**config.mk**
```make
export PLATFORM = sky130hd
export DESIGN_NAME = mem_access_arbiter
export DESIGN_NICKNAME = d
export VERILOG_FILES = /design/src/rtl/mem_pkg.sv /design/src/rtl/rr_arbiter.sv /design/src/rtl/mem_access_arbiter.sv
export SDC_FILE = /design/constraint.sdc
export NUM_CORES = 1
export LEC_CHECK = 0
export ABC_CLOCK_PERIOD_IN_PS = 3800
export CORE_MARGIN = 4
export CORE_UTILIZATION = 42
export DETAILED_ROUTE_END_ITERATION = 10
export PLACE_DENSITY_LB_ADDON = 0.15
export RECOVER_POWER = 50
export SLEW_MARGIN = 0
export SYNTH_ARGS = -nofsm -noshare
export SYNTH_HDL_FRONTEND = slang
export SYNTH_SLANG_ARGS = --single-unit
```
**constraint.sdc**
```tcl
create_clock -name clk -period 3.8 [get_ports clk]
set_input_delay 1.14 -clock clk [delete_from_list [all_inputs] [get_ports clk]]
set_output_delay 1.14 -clock clk [all_outputs]
set_load 0.01 [all_outputs]
```
**src/rtl/mem_pkg.sv**
```systemverilog
// Shared defaults for the memory subsystem: word width, depth, requester count
// and the clog2 helper used for address widths by both arbiter and memory.
package mem_pkg;

  localparam int DEF_DATA_WIDTH = 4;
  localparam int DEF_MAX_ADDR   = 8;
  localparam int DEF_NUM_REQ    = 3;

  // Ceiling log2, usable in parameter expressions; a value of 1 yields 0.
  function automatic int clog2(input int value);
    int r;
    r = 0;
    for (int i = 0; i < 31; i++) begin
      if ((1 << i) < value) begin
        r = i + 1;
      end
    end
    return r;
  endfunction

endpackage

```
**src/rtl/rr_arbiter.sv**
```systemverilog
// Round-robin arbiter: grants the first requesting bit at or above the
// pointer (wrapping), and moves the pointer one past the winner.
module rr_arbiter
  import mem_pkg::*;
#(
  parameter int N = DEF_NUM_REQ
) (
  input  logic         clk,
  input  logic         reset_n,
  input  logic [N-1:0] req,
  output logic [N-1:0] grant
);

  localparam int PTR_W = (N > 1) ? clog2(N) : 1;

  logic [PTR_W-1:0] ptr;
  logic [PTR_W-1:0] grant_idx;
  logic             found;

  // Scan upward from the pointer; no grants at all while held in reset.
  always_comb begin
    grant     = '0;
    grant_idx = '0;
    found     = 1'b0;
    for (int k = 0; k < N; k++) begin
      int idx;
      idx = int'(ptr) + k;
      if (idx >= N) begin
        idx = idx - N;
      end
      if (!found && req[idx]) begin
        found      = 1'b1;
        grant[idx] = 1'b1;
        grant_idx  = PTR_W'(idx);
      end
    end
    if (!reset_n) begin
      grant     = '0;
      grant_idx = '0;
      found     = 1'b0;
    end
  end

  // Pointer moves past the winner so it has lowest priority next time.
  always_ff @(posedge clk) begin
    if (!reset_n) begin
      ptr <= '0;
    end else if (found) begin
      ptr <= (grant_idx == PTR_W'(N - 1)) ? '0 : grant_idx + 1'b1;
    end
  end

endmodule

```
**src/rtl/mem_access_arbiter.sv**
```systemverilog
// Shares one memory (separate read/write ports, registered read) among
// NUM_REQ valid/ready requesters with independent read and write round-robin
// arbiters, returning read data with a one-hot requester tag.
module mem_access_arbiter
  import mem_pkg::*;
#(
  parameter int DATA_WIDTH = DEF_DATA_WIDTH,
  parameter int MAX_ADDR   = DEF_MAX_ADDR,
  parameter int ADDRSIZE   = clog2(MAX_ADDR),
  parameter int NUM_REQ    = DEF_NUM_REQ
) (
  input  logic                           clk,
  input  logic                           reset_n,
  input  logic [NUM_REQ-1:0]             req_valid,
  input  logic [NUM_REQ-1:0]             req_we,
  input  logic [NUM_REQ*ADDRSIZE-1:0]    req_addr,
  input  logic [NUM_REQ*DATA_WIDTH-1:0]  req_wdata,
  output logic [NUM_REQ-1:0]             req_ready,
  output logic [NUM_REQ-1:0]             rsp_valid,
  output logic [DATA_WIDTH-1:0]          rsp_data,
  output logic                           mem_reset,
  output logic                           mem_rd_en,
  output logic [ADDRSIZE-1:0]            mem_rd_addr,
  output logic                           mem_wr_en,
  output logic [ADDRSIZE-1:0]            mem_wr_addr,
  output logic [DATA_WIDTH-1:0]          mem_wr_data,
  input  logic [DATA_WIDTH-1:0]          mem_rd_data
);

  logic [NUM_REQ-1:0] rd_cand_p0;
  logic [NUM_REQ-1:0] wr_cand_p0;
  logic [NUM_REQ-1:0] rd_grant_p0;
  logic [NUM_REQ-1:0] wr_grant_p0;
  logic [NUM_REQ-1:0] rsp_vld_p1;

  // Stage p0: request classification and arbitration (combinational)
  assign rd_cand_p0 = req_valid & ~req_we;
  assign wr_cand_p0 = req_valid &  req_we;

  rr_arbiter #(.N(NUM_REQ)) u_rd_arb (
    .clk     (clk),
    .reset_n (reset_n),
    .req     (rd_cand_p0),
    .grant   (rd_grant_p0)
  );

  rr_arbiter #(.N(NUM_REQ)) u_wr_arb (
    .clk     (clk),
    .reset_n (reset_n),
    .req     (wr_cand_p0),
    .grant   (wr_grant_p0)
  );

  assign req_ready = rd_grant_p0 | wr_grant_p0;
  assign mem_rd_en = |rd_grant_p0;
  assign mem_wr_en = |wr_grant_p0;
  assign mem_reset = ~reset_n;

  // Grants are one-hot, so an OR of the selected slices forms the mux and
  // naturally gives zero when nothing is granted.
  always_comb begin
    mem_rd_addr = '0;
    mem_wr_addr = '0;
    mem_wr_data = '0;
    for (int i = 0; i < NUM_REQ; i++) begin
      if (rd_grant_p0[i]) begin
        mem_rd_addr = mem_rd_addr | req_addr[i*ADDRSIZE +: ADDRSIZE];
      end
      if (wr_grant_p0[i]) begin
        mem_wr_addr = mem_wr_addr | req_addr[i*ADDRSIZE +: ADDRSIZE];
        mem_wr_data = mem_wr_data | req_wdata[i*DATA_WIDTH +: DATA_WIDTH];
      end
    end
  end

  // Stage p1: response tag tracks the memory's one-cycle read latency
  always_ff @(posedge clk) begin
    if (!reset_n) begin
      rsp_vld_p1 <= '0;
    end else begin
      rsp_vld_p1 <= rd_grant_p0;
    end
  end

  assign rsp_valid = rsp_vld_p1;
  // The memory's registered output holds between reads, so data is passed through.
  assign rsp_data  = mem_rd_data;

endmodule

```
==> results.py <==
metrics = {
    "global_route": {
        "gr-total-overflow": 0,
        "grt_pass1_wl_um": 7820,
        "grt_max_degree": 16,
        "grt_pass1_vias": 1733,
        "antenna_found_initial": 0,
        "grt_usage": 0.238,
    },
    "finish": {
        "nets": 308,
        "diodes": 0,
        "fin_util": 0.806,
        "layout-drive-gt1-share": 0.436,
        "nFillCells": 183,
        "syn_to_final_growth_pct": 79.9,
    },
    "synthesis": {
        "yosysTopAreaCellShare": 0.112,
        "synth-seq-area-share": 0.112,
        "synthSimpleGateAreaFrac": 0.311,
        "synth.cell_area_um2": 1260,
        "syn_inst": 179,
        "yosys.area_share.xor_xnor": 0,
        "synth_area_leaders": "dfxtp_1, ha_1, nand3_1, inv_1, nand2_1",
        "synth_mux_area_frac": 0.0199,
        "synth_compound_gate_area_share": 0.357,
        "synth-adder-area-share": 0.0876,
        "async_flop_share": 0,
        "ys_seq_elements": 7,
        "ys_top_cells_by_count": "nand3_1, inv_1, nand2_1",
        "ys_types": 58,
        "yosys_warnings": 0,
        "synth_nets": 220,
        "yosysMostFrequentCell": "nand3_1",
        "synth-edff-count": 0,
        "synth_flop_cell": "dfxtp_1",
        "synth_top_family_by_area": "compound AO/OA/AOI/OAI gates",
        "yosys.area.top_type": "dfxtp_1",
        "syn_avg_cell_area_um2": 7.02,
    },
    "sta": {
        "tightest_slew_ps": 482,
        "fmax_ghz": 0.252,
        "period_minus_slack_ps": 3970,
        "rsz0062_at_grt": "true",
        "maxSlewViolCount": 0,
        "fin_skew_ps": 1.85,
        "setup_slack_ps": -171,
        "period_share": 1.05,
        "finalSetupViolCount": 10,
        "hold_viol": 0,
        "relSlewSlack": 0.679,
    },
    "critical_path": {
        "crit_path_max_fanout": 5,
        "worstPathRequired_ps": 2660,
        "endpoint_kind": "output pin",
        "worstPathArrival_ps": 2830,
        "worst-setup-path-type": "in -> out",
        "r2r_start": "u_wr_arb.ptr[0]",
        "worstSetupStartpointType": "input port",
        "crit_path_start": "req_valid[1]",
    },
    "power_and_ir_drop": {
        "combPwrFrac": 0.734,
        "seqPwrFrac": 0.146,
        "swShare": 0.423,
        "clkPwrFrac": 0.120,
        "max-vdd-ir-drop_uv": 248,
        "total_power_mw": 0.597,
        "power_density_nw_per_um2": 264,
        "leakage_nw": 1.00,
        "intPower_mw": 0.344,
        "switchingPower_mw": 0.253,
    },
    "floorplanning": {
        "dieArea_um2": 3930,
        "start_util": 0.448,
        "pin_count": 56,
        "num_rows": 19,
        "core_um2": 2810,
        "die_h_um": 62.7,
        "fp.dieW_um": 62.7,
    },
    "placed_design": {
        "place_hpwl_um": 3250,
        "routabilityCongestion": 0.950,
        "post-place-ws_ps": -963,
        "port_buffers": 47,
    },
    "clock_tree": {
        "clk_latency_ps": 260,
        "cts_tree": "yes",
        "cts_root_buf": "clkbuf_4",
        "cts_max_level": 1,
        "cts_sinks": 7,
        "cts_made_buffers": 3,
        "path_clk_slew_ps": 50,
        "cts_buffer_depth": 2,
    },
    "run_status": {
        "violations": "negative setup slack",
        "status": "complete, but fails checks",
    },
    "route": {
        "wl_um": 4810,
        "routedWlPerCell_um": 16.2,
        "drc": 0,
        "antenna_left": 0,
        "drt_iter0_markers": 111,
        "via_count": 1769,
        "viasPerCell": 5.96,
        "drtPass1Iterations": 4,
    },
    "worst_hold_path": {
        "min_path_type": "reg -> reg",
        "worstHoldStart": "u_rd_arb.ptr[0]",
    },
    "run": {
        "cap_violations": 0,
    },
}
power by group through the flow:
stage          registers, mW  logic [mW]  clock network [mW]
3_5_place_dp          0.0889       0.371                   0
6_report              0.0873       0.438              0.0714
5_1_grt               0.0881       0.472              0.0772
4_1_cts               0.0874       0.401              0.0722
3_3_place_gp          0.0881       0.365                   0
2_1_floorplan         0.0907       0.199                   0
stage by stage:
step	TNS [ps]	instance area (um^2)	hold WS (ps)	cells
after floorplan	0	1260	505	179
after CTS	-463	2140	588	293
after global placement	-12890	1950	543	278
after detailed placement	-13450	1950	581	278
final	-904	2260	586	297
after global routing	-1920	2260	614	297
final timing paths:
kind         slack [ps]               to  cells past startpoint
max reg2reg        1600  u_wr_arb.ptr[0]                     10
max                -170   mem_wr_data[3]                     10
min reg2reg         590  u_rd_arb.ptr[0]                      2
min                 590  u_rd_arb.ptr[0]                      2
metal layers:
metal / up-vias / track usage / part of all wire
li1: 847 / - / -
met3: 9 / 0.0558 / 0.081
met5: - / 0 / 0
met2: 88 / 0.434 / 0.50
met1: 825 / 0.270 / 0.41
met4: 0 / 0.0744 / 0.016
sequential cells by signal, indices dropped and copies added (netlist names):
register	cells
rsp_valid	3
u_wr_arb.ptr	2
u_rd_arb.ptr	2
cell type report:
type	count	area, um^2	area share
inverters	16	60.1	0.0266
well taps	31	38.8	0.0172
repair buffers	97	818	0.362
flip-flops and latches	7	140	0.0620
clock buffers	4	26.3	0.0116
multi-input cells	142	1180	0.520
critical path, cell delays in order:
cell	delay [ps]
buf_8	110
a21o_4	210
or4_4	420
a211oi_2	200
a221o_2	210
buf_6	120
buf_6	90
nand3_2	70
o211ai_1	100
buf_2	170
cell families after synthesis:
logic type	after synthesis
adders and majority gates	9
AOI/OAI and AO/OA	58
buffers and inverters	31
muxes	2
DFF	7
and+or+nand+nor	72
layout by cell type (no fill, tap or decap), types with 3 or more instances in the layout:
cell / n
a21oi_1: 6
buf_2: 14
buf_4: 41
buf_6: 11
buf_8: 3
clkbuf_4: 3
clkdlybuf4s50_1: 22
dfxtp_1: 7
dlygate4sd3_1: 3
ha_1: 8
inv_1: 16
nand2_1: 11
nand2_2: 3
nand3_1: 12
nand3_2: 7
nand3b_1: 5
nor2_1: 10
nor3_1: 4
o211ai_1: 7
o21a_1: 3
o21ai_0: 4
o221ai_2: 3
o31ai_1: 3
o32ai_1: 3
what timing repair did:
| action | in CTS | in global routing |
|---|---|---|
| setup buffers | 10 | 4 |
| hold endpoints to repair | 0 | 0 |
| pin swaps | 11 | 5 |
| resized for setup | 122 | 26 |
| gates cloned | 1 | 0 |
| hold buffers | 0 | 0 |
| endpoints found under the setup margin | 15 | 16 |
(Power assumes the default switching activity.)
==> RTL edit (config.mk and constraints unchanged) <==
Set the package constant `DEF_DATA_WIDTH` to 3 (it was 4).
--- a/src/rtl/mem_pkg.sv
+++ b/src/rtl/mem_pkg.sv
@@ -2,7 +2,7 @@
 // and the clog2 helper used for address widths by both arbiter and memory.
 package mem_pkg;
 
-  localparam int DEF_DATA_WIDTH = 4;
+  localparam int DEF_DATA_WIDTH = 3;
   localparam int DEF_MAX_ADDR   = 8;
   localparam int DEF_NUM_REQ    = 3;
 
Interface: changed (resized mem_rd_data, mem_wr_data, req_wdata and rsp_data); port bits go from 56 to 50. No check against the original RTL was run, so the function may have changed too.
==> RTL edit against the unedited design <==
Power down 17%; sequential cell count unchanged; design area down 7.1%; clock power up 1%; clock skew about the same; synthesized area down 5.2%; wire length down 4.0%; cell count down 6.7%; worst setup slack better by 0.21 ns.
==> RTL edit: results (changes against the unedited design) <==
- Outcome: complete, no violations
- CTS clock-pin slew for the worst setup and hold paths: 0.06 ns
- Worst hold-check slack: 0.653 ns (+0.0669 ns)
- The count of port buffers added during placement was 43 (-8.5%).
- CP startpoint: req_we[1]
- Arrival time worst endpoint: 2.62 ns (-0.21 ns)
- The portion of netlist area occupied by mux cells was 0.00840 (-0.0115).
* Number of cells on the worst reg-to-reg path: 8 (-2)
* Clock Skews: 0.00179 ns (-0.0000640 ns)
* Kind of path behind the tightest hold check: reg2reg
* Cts bufs inserted: 3 (unchanged)
- The number of H-tree levels is 1 (unchanged).
- By area the synthesized netlist is led by sky130_fd_sc_hd__dfxtp_1 12%, sky130_fd_sc_hd__nand2_1 9.1%, sky130_fd_sc_hd__ha_1 8.4%.
- The slowest stage of the critical path belongs to the cell sky130_fd_sc_hd__or3b_4.
- R2r endpoint: u_wr_arb.ptr[0]
- Min-Delay Endpoint: u_rd_arb.ptr[1]
- The number of nets at the end of the flow was 284 (-7.8%).
* Routed wire length per instance: 16.7 µm (+2.9%)
* Detailed Route Iter0 Violations: 97 (-13%)
- Pin count of the biggest net entering global routing: 12 (-4)
* Max Buffers Root-to-Sink: 2 (unchanged)
- The initial antenna violation count is 0 (unchanged).
- The number of detailed-route iterations in the first pass was 4 (unchanged).
* Fraction of layout instances using a drive strength above 1: 0.451 (+0.0151)
- The synthesized-area fraction occupied by xor and xnor cells came to 0 (unchanged).
- The static power due to leakage came to 0.927 nW (-7.4%).
- HPWL after detailed placement: 3100 µm (-4.9%)
- Diode count: 0 (unchanged)
* Share of the synthesized area in compound gates (AO/OA/AOI/OAI): 0.375 (+0.0184)
* Overall global routing resource usage: 0.228 (-0.00983)
- HP Start: u_rd_arb.ptr[1]
- The worst stage delay on the critical path came to 0.39 ns (-0.03 ns).
- The startpoint identified for the worst register-to-register timing path is u_wr_arb.ptr[1].
- Slew @ Worst Pin: 0.378 ns (-0.104 ns)
- The warning count from the yosys run is 0 (unchanged).
- The peak fanout along the critical path was 6 (+1).
- Top cells by count, synth: 29 x sky130_fd_sc_hd__nand2_1, 18 x sky130_fd_sc_hd__inv_1, 11 x sky130_fd_sc_hd__nor2_1
- The register-to-register setup slack came to 1.69 ns (+0.09 ns).
- Post-Synth Adder-Cell Area: 0.0924 (+0.00479)
* Cell variety after synth: 49 (-16%)
* Sequential-to-total area share from yosys stat: 0.118 (+0.00609)
* Async set-reset flop share out of synthesis: 0 (unchanged)
- Mapped Nets: 207 (-5.9%)
- Maximum vdd drop: 0.261 mV (+5.5%)
* Remaining number of nets flagged by the antenna check after routing: 0 (unchanged)
- Weighted congestion at the end of routability-driven global placement: 0.916 (-3.6%)
- Drt via density: 5.77 (-3.1%)
- The first-pass GRT wire length was 6530 µm (-16%).
- The tree is rooted in a sky130_fd_sc_hd__clkbuf_4.
- The via count of the first global-routing pass is 1493 (-14%).
* Hold depth: 3 (+1)
==> RTL edit: changes by cell type after synthesis, moves of 3 or more <==
| cell | unedited run | this run |
|---|---|---|
| sky130_fd_sc_hd__and2_1 | 1 | 4 |
| sky130_fd_sc_hd__clkbuf_1 | 6 | 3 |
| sky130_fd_sc_hd__nand2_1 | 14 | 29 |
| sky130_fd_sc_hd__nand3_1 | 19 | 1 |
| sky130_fd_sc_hd__nand3b_1 | 5 | 0 |
| sky130_fd_sc_hd__nor4_1 | 0 | 3 |
| sky130_fd_sc_hd__o211ai_1 | 7 | 2 |
| sky130_fd_sc_hd__o21a_1 | 5 | 2 |
| sky130_fd_sc_hd__o21ai_0 | 6 | 10 |
| sky130_fd_sc_hd__o221ai_2 | 0 | 6 |
| sky130_fd_sc_hd__o31ai_1 | 3 | 0 |
==> RTL edit: worst max path at each step <==
stage,end
global placement,mem_wr_data[2]
floorplan,mem_rd_addr[1]
global route,mem_rd_en
finish,mem_rd_addr[2]
detailed placement,mem_wr_data[1]
CTS,mem_wr_data[1]
==> RTL edit: per-layer routing <==
layer / GRT usage / vias up / routed length (µm)
met2: 0.408 / 56 / 2400
met4: 0.115 / 0 / 156
li1: - / 774 / -
met1: 0.269 / 751 / 1900
met3: 0.0189 / 18 / 159
met5: 0 / - / 0
==> RTL edit: cell families after synthesis <==
logic type                 Yosys count
muxes                                1
adders and majority gates            9
and+or+nand+nor                     68
buffers and inverters               31
DFF                                  7
AOI/OAI and AO/OA                   54
==> RTL edit: timing repair <==
action | CTS | global route
gates resized for setup | 108 | 39
setup endpoints to repair | 15 | 14
setup buffers | 5 | 5
pin swaps | 19 | 18
==> RTL edit: critical path: cells and delay by family <==
family / cells / cell delay (ns)
buf+inv: 2 / 0.26
simple gates: 2 / 0.48
compound gates: 4 / 0.74
==> RTL edit: area by class of cell <==
cell class,instances,area (µm²)
multi-input cells,132,1140
repair buffers,84,681
fillers,185,634
flip-flops and latches,7,140
inverters,19,71.3
well taps,31,38.8
clock buffers,4,26.3
==> RTL edit: stage by stage <==
| stage | worst slack [ns] | instances | setup TNS [ns] | cell area (µm²) |
|---|---|---|---|---|
| after CTS | 0.00632 | 273 | 0 | 1920 |
| after floorplan | 0.213 | 170 | 0 | 1190 |
| after global placement | -0.970 | 264 | -12.87 | 1820 |
| after global routing | -0.0475 | 277 | -0.146 | 2100 |
| after detailed placement | -1.02 | 264 | -13.19 | 1820 |
| final | 0.0413 | 277 | 0 | 2100 |
==> RTL edit: power by group <==
| part | internal (W) | switching (W) | total (W) |
|---|---|---|---|
| Clock | 0.0000404 | 0.0000317 | 0.0000721 |
| Combinational | 0.000164 | 0.000177 | 0.000341 |
| Sequential | 0.0000798 | 0.00000338 | 0.0000832 |
| Total | 0.000285 | 0.000212 | 0.000497 |
